## config.mk

```make
export PLATFORM = sky130hd
export DESIGN_NAME = key_scanner_flat
export DESIGN_NICKNAME = d
export VERILOG_FILES = /design/src/rtl/key_scanner_pkg.sv /design/src/rtl/key_scanner_if.sv /design/src/rtl/key_scanner_debounce.sv /design/src/rtl/key_scanner.sv /design/src/flat_wrapper.sv
export SDC_FILE = /design/constraint.sdc
export NUM_CORES = 1
export LEC_CHECK = 0
export CAP_MARGIN = 30
export CELL_PAD_IN_SITES_DETAIL_PLACEMENT = 2
export CELL_PAD_IN_SITES_GLOBAL_PLACEMENT = 2
export CORE_MARGIN = 1.5
export CORE_UTILIZATION = 41
export CTS_BUF_LIST = sky130_fd_sc_hd__clkbuf_16
export CTS_CLUSTER_DIAMETER = 60
export CTS_CLUSTER_SIZE = 20
export DETAILED_ROUTE_END_ITERATION = 6
export GPL_TIMING_DRIVEN = 0
export HOLD_SLACK_MARGIN = 0.1
export PLACE_DENSITY_LB_ADDON = 0.1
export SETUP_SLACK_MARGIN = 0.2
export SLEW_MARGIN = 25
export SYNTH_ARGS = -nofsm -noshare
export SYNTH_HDL_FRONTEND = slang
export SYNTH_HIERARCHICAL = 1
export SYNTH_SLANG_ARGS = --single-unit
```

## constraint.sdc

```tcl
create_clock -name clk -period 3.2 [get_ports clk]
set_clock_uncertainty 0.1 [all_clocks]
set_input_delay 0.64 -clock clk [delete_from_list [all_inputs] [get_ports clk]]
set_output_delay 0.64 -clock clk [all_outputs]
set_load 0.01 [all_outputs]
```

## src/rtl/key_scanner_pkg.sv

```systemverilog
// Shared definitions for the piano key front end: note codes, key count,
// FSM state encoding and small combinational helpers.
package key_scanner_pkg;

    localparam int NUM_KEYS = 7;
    localparam int NOTE_W   = 4;
    localparam int HOLD_W   = 8;

    // Note codes shared with the Controller and the Buzzer.
    localparam logic [NOTE_W-1:0] NOTE_REST = 4'd0;
    localparam logic [NOTE_W-1:0] NOTE_DO   = 4'd1;
    localparam logic [NOTE_W-1:0] NOTE_RE   = 4'd2;
    localparam logic [NOTE_W-1:0] NOTE_MI   = 4'd3;
    localparam logic [NOTE_W-1:0] NOTE_FA   = 4'd4;
    localparam logic [NOTE_W-1:0] NOTE_SOL  = 4'd5;
    localparam logic [NOTE_W-1:0] NOTE_LA   = 4'd6;
    localparam logic [NOTE_W-1:0] NOTE_SI   = 4'd7;

    localparam logic [HOLD_W-1:0] HOLD_MAX  = 8'hFF;

    typedef enum logic [0:0] {
        ST_IDLE = 1'b0,
        ST_HELD = 1'b1
    } state_t;

    // Index of the lowest set bit; 0 when no bit is set (caller checks for zero).
    function automatic logic [2:0] lowest_set(input logic [NUM_KEYS-1:0] v);
        logic [2:0] idx;
        idx = 3'd0;
        for (int i = NUM_KEYS - 1; i >= 0; i--) begin
            if (v[i]) idx = 3'(i);
        end
        return idx;
    endfunction

    // Number of set bits.
    function automatic logic [3:0] popcount(input logic [NUM_KEYS-1:0] v);
        logic [3:0] cnt;
        cnt = 4'd0;
        for (int i = 0; i < NUM_KEYS; i++) begin
            cnt = cnt + 4'(v[i]);
        end
        return cnt;
    endfunction

endpackage

```

## src/rtl/key_scanner_if.sv

```systemverilog
// Key scanner signal bundle: raw keys in, debounced levels, active note,
// press/release strobes, hold duration and multi-press flag out.
interface key_scanner_if;
    import key_scanner_pkg::*;

    logic [NUM_KEYS-1:0] keys;
    logic [NUM_KEYS-1:0] keys_stable;
    logic [NOTE_W-1:0]   note_out;
    logic                press_pulse;
    logic                release_pulse;
    logic [HOLD_W-1:0]   hold_ticks;
    logic                multi_press;

    // Drives the key switches, observes the scanner results.
    modport master (
        output keys,
        input  keys_stable,
        input  note_out,
        input  press_pulse,
        input  release_pulse,
        input  hold_ticks,
        input  multi_press
    );

    // The scanner itself.
    modport slave (
        input  keys,
        output keys_stable,
        output note_out,
        output press_pulse,
        output release_pulse,
        output hold_ticks,
        output multi_press
    );
endinterface

```

## src/rtl/key_scanner_debounce.sv

```systemverilog
// One key: two-flop synchroniser followed by a counting debouncer.
// The stable level only flips after the synced input has disagreed with it
// for DB_CYCLES consecutive cycles; any agreement restarts the count.
module key_debounce
    import key_scanner_pkg::*;
#(
    parameter int DB_CYCLES = 2_000_000,
    parameter int DB_W      = 21
) (
    input  logic clk,
    input  logic reset,
    input  logic i_raw,
    output logic o_stable
);

    logic            r_sync1;
    logic            r_sync2;
    logic            r_stable;
    logic [DB_W-1:0] r_cnt;

    // Synchronise the raw switch and debounce the synced level.
    always_ff @(posedge clk or negedge reset) begin
        if (!reset) begin
            r_sync1  <= 1'b0;
            r_sync2  <= 1'b0;
            r_stable <= 1'b0;
            r_cnt    <= '0;
        end else begin
            r_sync1 <= i_raw;
            r_sync2 <= r_sync1;
            if (r_sync2 == r_stable) begin
                r_cnt <= '0;
            end else if (r_cnt == DB_W'(DB_CYCLES - 1)) begin
                r_stable <= r_sync2;
                r_cnt    <= '0;
            end else begin
                r_cnt <= r_cnt + DB_W'(1);
            end
        end
    end

    assign o_stable = r_stable;

endmodule

```

## src/rtl/key_scanner.sv

```systemverilog
// Piano key front end: debounces all keys, tracks a single active note
// (first-held wins, lowest index on ties), emits press/release strobes and
// measures each press in UNIT_CYCLES ticks.
//
//  state   | meaning
//  --------+--------------------------------------------------------------
//  IDLE    | no active note; waits for any stable key, picks the lowest
//  HELD    | note latched; counts hold ticks until that key is released
module key_scanner
    import key_scanner_pkg::*;
#(
    parameter int DB_CYCLES   = 2_000_000,
    parameter int DB_W        = 21,
    parameter int UNIT_CYCLES = 1_000_000,
    parameter int UNIT_W      = 20
) (
    input  logic          clk,
    input  logic          reset,
    key_scanner_if.slave  bus
);

    logic [NUM_KEYS-1:0] w_stable;
    logic [7:0]          w_stable_ext;
    logic [2:0]          w_low_idx;

    state_t              r_state,      w_state_nxt;
    logic [2:0]          r_cur_idx,    w_cur_idx_nxt;
    logic [NOTE_W-1:0]   r_note,       w_note_nxt;
    logic                r_press,      w_press_nxt;
    logic                r_release,    w_release_nxt;
    logic [HOLD_W-1:0]   r_hold_ticks, w_hold_ticks_nxt;
    logic [HOLD_W-1:0]   r_hold_cnt,   w_hold_cnt_nxt;
    logic [UNIT_W-1:0]   r_presc,      w_presc_nxt;
    logic                r_multi;

    for (genvar g = 0; g < NUM_KEYS; g++) begin : g_key
        key_debounce #(
            .DB_CYCLES (DB_CYCLES),
            .DB_W      (DB_W)
        ) u_db (
            .clk      (clk),
            .reset    (reset),
            .i_raw    (bus.keys[g]),
            .o_stable (w_stable[g])
        );
    end

    // Padded to 8 bits so the 3-bit current index can address it directly.
    assign w_stable_ext = {1'b0, w_stable};
    assign w_low_idx    = lowest_set(w_stable);

    // Next-state and next-output decode.
    always_comb begin
        w_state_nxt      = r_state;
        w_cur_idx_nxt    = r_cur_idx;
        w_note_nxt       = r_note;
        w_press_nxt      = 1'b0;
        w_release_nxt    = 1'b0;
        w_hold_ticks_nxt = r_hold_ticks;
        w_hold_cnt_nxt   = r_hold_cnt;
        w_presc_nxt      = r_presc;

        case (r_state)
            ST_IDLE: begin
                w_note_nxt = NOTE_REST;
                if (w_stable != '0) begin
                    w_cur_idx_nxt  = w_low_idx;
                    w_note_nxt     = NOTE_W'(w_low_idx) + NOTE_DO;
                    w_press_nxt    = 1'b1;
                    w_hold_cnt_nxt = '0;
                    w_presc_nxt    = '0;
                    w_state_nxt    = ST_HELD;
                end
            end
            ST_HELD: begin
                if (!w_stable_ext[r_cur_idx]) begin
                    w_hold_ticks_nxt = r_hold_cnt;
                    w_release_nxt    = 1'b1;
                    w_note_nxt       = NOTE_REST;
                    w_state_nxt      = ST_IDLE;
                end else if (r_presc == UNIT_W'(UNIT_CYCLES - 1)) begin
                    w_presc_nxt = '0;
                    if (r_hold_cnt != HOLD_MAX) begin
                        w_hold_cnt_nxt = r_hold_cnt + HOLD_W'(1);
                    end
                end else begin
                    w_presc_nxt = r_presc + UNIT_W'(1);
                end
            end
            default: begin
                w_note_nxt  = NOTE_REST;
                w_state_nxt = ST_IDLE;
            end
        endcase
    end

    // State, counters and registered outputs.
    always_ff @(posedge clk or negedge reset) begin
        if (!reset) begin
            r_state      <= ST_IDLE;
            r_cur_idx    <= 3'd0;
            r_note       <= NOTE_REST;
            r_press      <= 1'b0;
            r_release    <= 1'b0;
            r_hold_ticks <= '0;
            r_hold_cnt   <= '0;
            r_presc      <= '0;
        end else begin
            r_state      <= w_state_nxt;
            r_cur_idx    <= w_cur_idx_nxt;
            r_note       <= w_note_nxt;
            r_press      <= w_press_nxt;
            r_release    <= w_release_nxt;
            r_hold_ticks <= w_hold_ticks_nxt;
            r_hold_cnt   <= w_hold_cnt_nxt;
            r_presc      <= w_presc_nxt;
        end
    end

    // Flag chords; trails keys_stable by one cycle since it is registered.
    always_ff @(posedge clk or negedge reset) begin
        if (!reset) begin
            r_multi <= 1'b0;
        end else begin
            r_multi <= (popcount(w_stable) > 4'd1);
        end
    end

    assign bus.keys_stable   = w_stable;
    assign bus.note_out      = r_note;
    assign bus.press_pulse   = r_press;
    assign bus.release_pulse = r_release;
    assign bus.hold_ticks    = r_hold_ticks;
    assign bus.multi_press   = r_multi;

endmodule

```

## src/flat_wrapper.sv

```systemverilog
// flat-port wrapper written by rule: the top's interface ports become plain ports
module key_scanner_flat import key_scanner_pkg::*;
#(
    parameter int DB_CYCLES   = 2_000_000,
    parameter int DB_W        = 21,
    parameter int UNIT_CYCLES = 1_000_000,
    parameter int UNIT_W      = 20
)
  (clk, reset, bus_keys, bus_keys_stable, bus_note_out, bus_press_pulse, bus_release_pulse, bus_hold_ticks, bus_multi_press);
  key_scanner_if bus_i ();
  input  logic clk;
  input  logic reset;
  input wire logic [$bits(bus_i.keys)-1:0] bus_keys;
  output wire logic [$bits(bus_i.keys_stable)-1:0] bus_keys_stable;
  output wire logic [$bits(bus_i.note_out)-1:0] bus_note_out;
  output wire logic [$bits(bus_i.press_pulse)-1:0] bus_press_pulse;
  output wire logic [$bits(bus_i.release_pulse)-1:0] bus_release_pulse;
  output wire logic [$bits(bus_i.hold_ticks)-1:0] bus_hold_ticks;
  output wire logic [$bits(bus_i.multi_press)-1:0] bus_multi_press;
  assign bus_i.keys = bus_keys;
  assign bus_keys_stable = bus_i.keys_stable;
  assign bus_note_out = bus_i.note_out;
  assign bus_press_pulse = bus_i.press_pulse;
  assign bus_release_pulse = bus_i.release_pulse;
  assign bus_hold_ticks = bus_i.hold_ticks;
  assign bus_multi_press = bus_i.multi_press;
  key_scanner #(.DB_CYCLES(DB_CYCLES), .DB_W(DB_W), .UNIT_CYCLES(UNIT_CYCLES), .UNIT_W(UNIT_W)) u_core (.clk(clk), .reset(reset), .bus(bus_i));
endmodule
```

# Word-level counts from Yosys, hierarchy flattened
# Cells that the tools add are included.
# totals
ff_bits	215
inputBits	9
output_inout_bits	22
elab_cells	138
# classes
add_sub_neg	16
magnitude_cmp	2
eq_ne	21
mux	41
n_bitwise	9
reduce_logical	12
# op_table
op	n
21-bit 2-to-1 mux	14
21-bit by 1-bit adder with 21-bit output (second input constant)	7
21-bit == test (second input constant)	7
20-bit 2-to-1 mux	3
20-bit one-hot mux with 2 select lines	1
8-bit 2-to-1 mux	4
3-bit 2-to-1 mux	7
20-bit by 1-bit adder with 20-bit output (second input constant)	1
4-bit by 1-bit adder with 4-bit output	5
20-bit == test (second input constant)	1
2-bit AND reduction	10
8-bit one-hot mux with 2 select lines	1
1-bit inverter	9
8-bit by 1-bit adder with 8-bit output (second input constant)	1
4-bit 2-to-1 mux	2
2-bit inequality test (second input constant)	4
8-bit inequality test (second input constant)	1
4-bit one-hot mux with 2 select lines	1
1-bit == test	7
7-bit nonzero test	1
1-bit 2-to-1 mux	6
3-bit by 1-bit adder with 4-bit output (second input constant)	1
4-bit by 1-bit greater-than comparator with 1-bit output (second input constant)	1
3-bit by 4-bit less-than comparator with 1-bit output (second input constant)	1
5 further kinds	5

# Depth between registers and ports, before layout
# Gate-level depths: netlist (run 1).
# depth
ltp_word	10
ltp_mapped	10
ltp_nobuf	8

# Hierarchy
# The synthesis (run 1) kept the hierarchy.
# by_module_without_submodules
module	n_inst	cells_each	area_each_um2	seq_area_each_um2
key_debounce	7	120	1188.6	600.6
key_scanner	1	273	2662.6	1176.1

# Worst setup path after synthesis (run 1)
# OpenSTA, ideal clock, no wires.
# synth_path
kind	reg-to-reg
start	register u_core.g_key[0].u_db.r_stable
end	register u_core.r_multi, in the netlist u_core/bus.multi_press
setup_time_ns	0.127
t_arrival_ns	2.714
t_required_ns	2.973
setup_slack_ns	0.259
stages_incl_launch_ff	9
cell_sequence	dfrtp_1 inv_1 fa_1 fa_1 inv_1 ha_1 a21o_1 fa_1 or2_2
# synth_via
elab_chain_cells	7
# synth_rtl
item	line_no	text
start, declared	key_scanner_debounce.sv:18	logic r_stable;
start signal, assigned	key_scanner_debounce.sv:34	r_stable <= r_sync2;
1-bit by 1-bit adder with 2-bit output	key_scanner_pkg.sv:41	cnt = cnt + 4'(v[i]);
4-bit by 1-bit adder with 4-bit output (5 in series)	key_scanner_pkg.sv:41	
4-bit by 1-bit greater-than comparator with 1-bit output	key_scanner.sv:125	r_multi <= (popcount(w_stable) > 4'd1);
end signal, assigned	key_scanner.sv:125	
end, declared	key_scanner.sv:34	logic r_multi;
# Every way passes these cells.
# A chain may end at the register's enable or synchronous reset.

# Worst setup path in the final report (run 1)
# Same ends and word-level chain as after synthesis.

==> reports/results.ini, run 1 <==
[worst_setup_path]
path_max_fanout = 2
required_ns = 3.51
crit_family = adder cells
worst-path-buf-inv = 2
cp.arrival_ns = 3.23
crit_chain = inv_2 > fa_1 > fa_1 > inv_1 > ha_4 > a21o_1 > fa_1 > or2_4
slowest_stage = fa_1
cp-end-kind = register
crit_path_frequent_cell = fa_1
cp_slowest_stage_delay_ns = 0.54
critPathLaunchType = register
crit_type = reg2reg

[timing]
hold_violations = 0
slew_viol_final = 0
fin_crit_ns = 2.92
setup_violations = 0
timing.final.ws_setup_ns = 0.285
tns_ns = 0
min_period_over_period = 0.911
timing.fmax_mhz = 343
tightest_slew_ns = 0.738
slew_headroom = 0.506
rsz0062_at_grt = true

[clock_tree]
clock-sinks = 215
ctsLongestPathBuffers = 3
htree_levels = 1
cts_tree = yes
clock-root-buffer = clkbuf_16
cts_buffers = 25
path_clk_slew_ns = 0.07
clkLatencyLatePin_ns = 0.54

[run_status]
outcome = completed

[finish]
multiInputGateArea_mm2 = 0.00519
diodes = 0
fill_cells = 2755
drive_above_1_share = 0.106
seqCellArea_mm2 = 0.00538
layout_common_cells = 212 x dfrtp_1, 139 x nor2_1, 78 x xnor2_1
areaGrowthSynthToFinish_pct = 15.4
layout_commonest_cell = dfrtp_1
final_nets = 1203

[floorplanning]
die_w_um = 167
die_h_um = 167
boundaryPins = 31
die-area_mm2 = 0.0278
row_count = 59
core_area_mm2 = 0.0262
initial_core_util = 0.419

[global_routing]
antenna_found_initial = 0
grt_remaining_overflow = 0
track_usage = 0.222
first_global_vias = 9604
grt_pass1_wl_um = 50700
grt_max_degree = 83

[flow_run]
cap_violations = 0

[min_path]
hp-class = reg2reg

[detailed_routing]
wl_per_cell_um = 19.4
vias = 8825
routed_wl_um = 29700
dr.pass1.iters = 6
antenna_left = 0
first_iter_violations = 403
post-route-drc-count = 0
viasPerCell = 5.76

[yosys]
synth-seq-cells = 215
synthArstFlopShare = 1.00
avgSynthCellArea_um2 = 9.87
yosysTopAreaCell = dfrtp_1
syn_inst = 1113
synth_area_leaders = dfrtp_1 49%, xnor2_1 6.2%, nor2_1 4.8%
yosysSeqAreaShare = 0.490
synth_enable_flop_cells = 0
synth_nets = 1137
synthesis.area_mm2 = 0.0110
synth.top_cell.area_share = 0.490
yosys_warnings = 6
synth_cell_types = 61
synth_ff_type = dfrtp_1

[placement]
place.gp.congestion = 0.772
numPortBuffers = 30
pre_cts_ws_ns = -0.0787
hpwl_um = 20000

[power_and_ir_drop]
power.total_w = 0.00586
vdd_ir_drop_max_mv = 0.430
p_per_area_mw_per_mm2 = 463
p_leak_nw = 5.05

cells by family after synthesis:
group	Yosys count	share of synthesized area
compound gates	152	0.102
xor+xnor	99	0.0789
fa+ha+maj	15	0.0191
buf+inv	104	0.0390
flops	215	0.490
mux	22	0.0232
simple gates	506	0.248
what timing repair did:
item	in CTS	in global routing
endpoints found under the hold margin	52	0
setup buffers	3	2
pin swaps	1	5
endpoints found under the setup margin	1	1
gates resized for setup	3	5
hold buffers	1	0
state kept, by name, summed over array words and instances, names as in the netlist:
register,flops
u_core/g_key.u_db/r_cnt,147
u_core/r_hold_cnt,8
u_core/r_presc,20
u_core/r_state,1
u_core/bus.hold_ticks,8
u_core/bus.press_pulse,1
u_core/r_cur_idx,3
u_core/bus.multi_press,1
u_core/bus.note_out,4
u_core/g_key.u_db/r_sync2,7
u_core/g_key.u_db/o_stable,7
u_core/g_key.u_db/r_sync1,7
u_core/bus.release_pulse,1
metal layers:
metal | up-vias | track usage | wire length, µm
met3 | 34 | 0.0266 | 833
met2 | 83 | 0.389 | 14700
met1 | 4538 | 0.296 | 13600
met4 | 0 | 0.0486 | 573
li1 | 4170 | - | -
met5 | - | 0 | 0
per-stage QoR:
stage               utilization  cells  instance area (µm²)  hold slack (ns)
finish                    0.484   1532                12700            0.251
global route              0.484   1532                12700            0.258
CTS                       0.482   1529                12600            0.253
detailed placement        0.449   1480                11800            0.236
global placement          0.447   1478                11700            0.233
floorplan                     -   1113                11000            0.231
cell type report:
cell class / count / area share
well taps: 335 / 0.0331
clock buffers: 25 / 0.0494
inverters: 70 / 0.0207
multi-input cells: 794 / 0.410
flip-flops and latches: 215 / 0.425
repair buffers: 39 / 0.0326
clock inverters: 20 / 0.0168
plain buffers: 34 / 0.0130
Yosys cell counts, drive strengths merged (3+ instances only):
| master | count |
|---|---|
| nand3b | 3 |
| nand2 | 67 |
| a21oi | 55 |
| nor4b | 7 |
| o211ai | 4 |
| buf | 21 |
| nor3 | 16 |
| xor2 | 21 |
| nor2 | 139 |
| and3 | 14 |
| a21o | 4 |
| or2 | 10 |
| mux2i | 3 |
| or3 | 12 |
| o21ai | 23 |
| inv | 69 |
| fa | 3 |
| dfrtp | 215 |
| or4 | 61 |
| ha | 12 |
| nor4 | 38 |
| nand3 | 66 |
| xnor2 | 78 |
| nand4 | 58 |
| and2 | 9 |
| mux2 | 18 |
| clkbuf | 13 |
| o41ai | 10 |
| o31ai | 39 |
final timing paths:
check,start,to,slack [ns],cells past startpoint
max,u_core/g_key[0].u_db/o_stable,u_core/bus.multi_press,0.28,8
min,u_core/g_key[1].u_db/r_sync1,u_core/g_key[1].u_db/r_sync2,0.25,0
max reg2reg,u_core/g_key[0].u_db/o_stable,u_core/bus.multi_press,0.28,8
min reg2reg,u_core/g_key[1].u_db/r_sync1,u_core/g_key[1].u_db/r_sync2,0.25,0
max in group asynchronous,reset,u_core/g_key[6].u_db/r_cnt[16],1.66,3
min in group asynchronous,reset,u_core/g_key[3].u_db/r_cnt[19],0.52,2
power by group:
part / internal (W) / total (W) / switching [W] / leakage (nW)
Sequential: 0.00275 / 0.00278 / 0.0000350 / 2.95
Combinational: 0.0000552 / 0.000178 / 0.000123 / 1.69
Clock: 0.00159 / 0.00290 / 0.00132 / 0.412
(Power assumes the default switching activity.)
==> run 2: changes to the inputs <==
--- a/config.mk
+++ b/config.mk
@@ -14,6 +14,7 @@
 export CTS_CLUSTER_DIAMETER = 60
 export CTS_CLUSTER_SIZE = 20
 export DETAILED_ROUTE_END_ITERATION = 6
+export GPL_ROUTABILITY_DRIVEN = 1
 export GPL_TIMING_DRIVEN = 0
 export HOLD_SLACK_MARGIN = 0.1
 export PLACE_DENSITY_LB_ADDON = 0.1
==> results of run 2 <==
The final DEF is identical to that of run 1; final timing and power are the same.
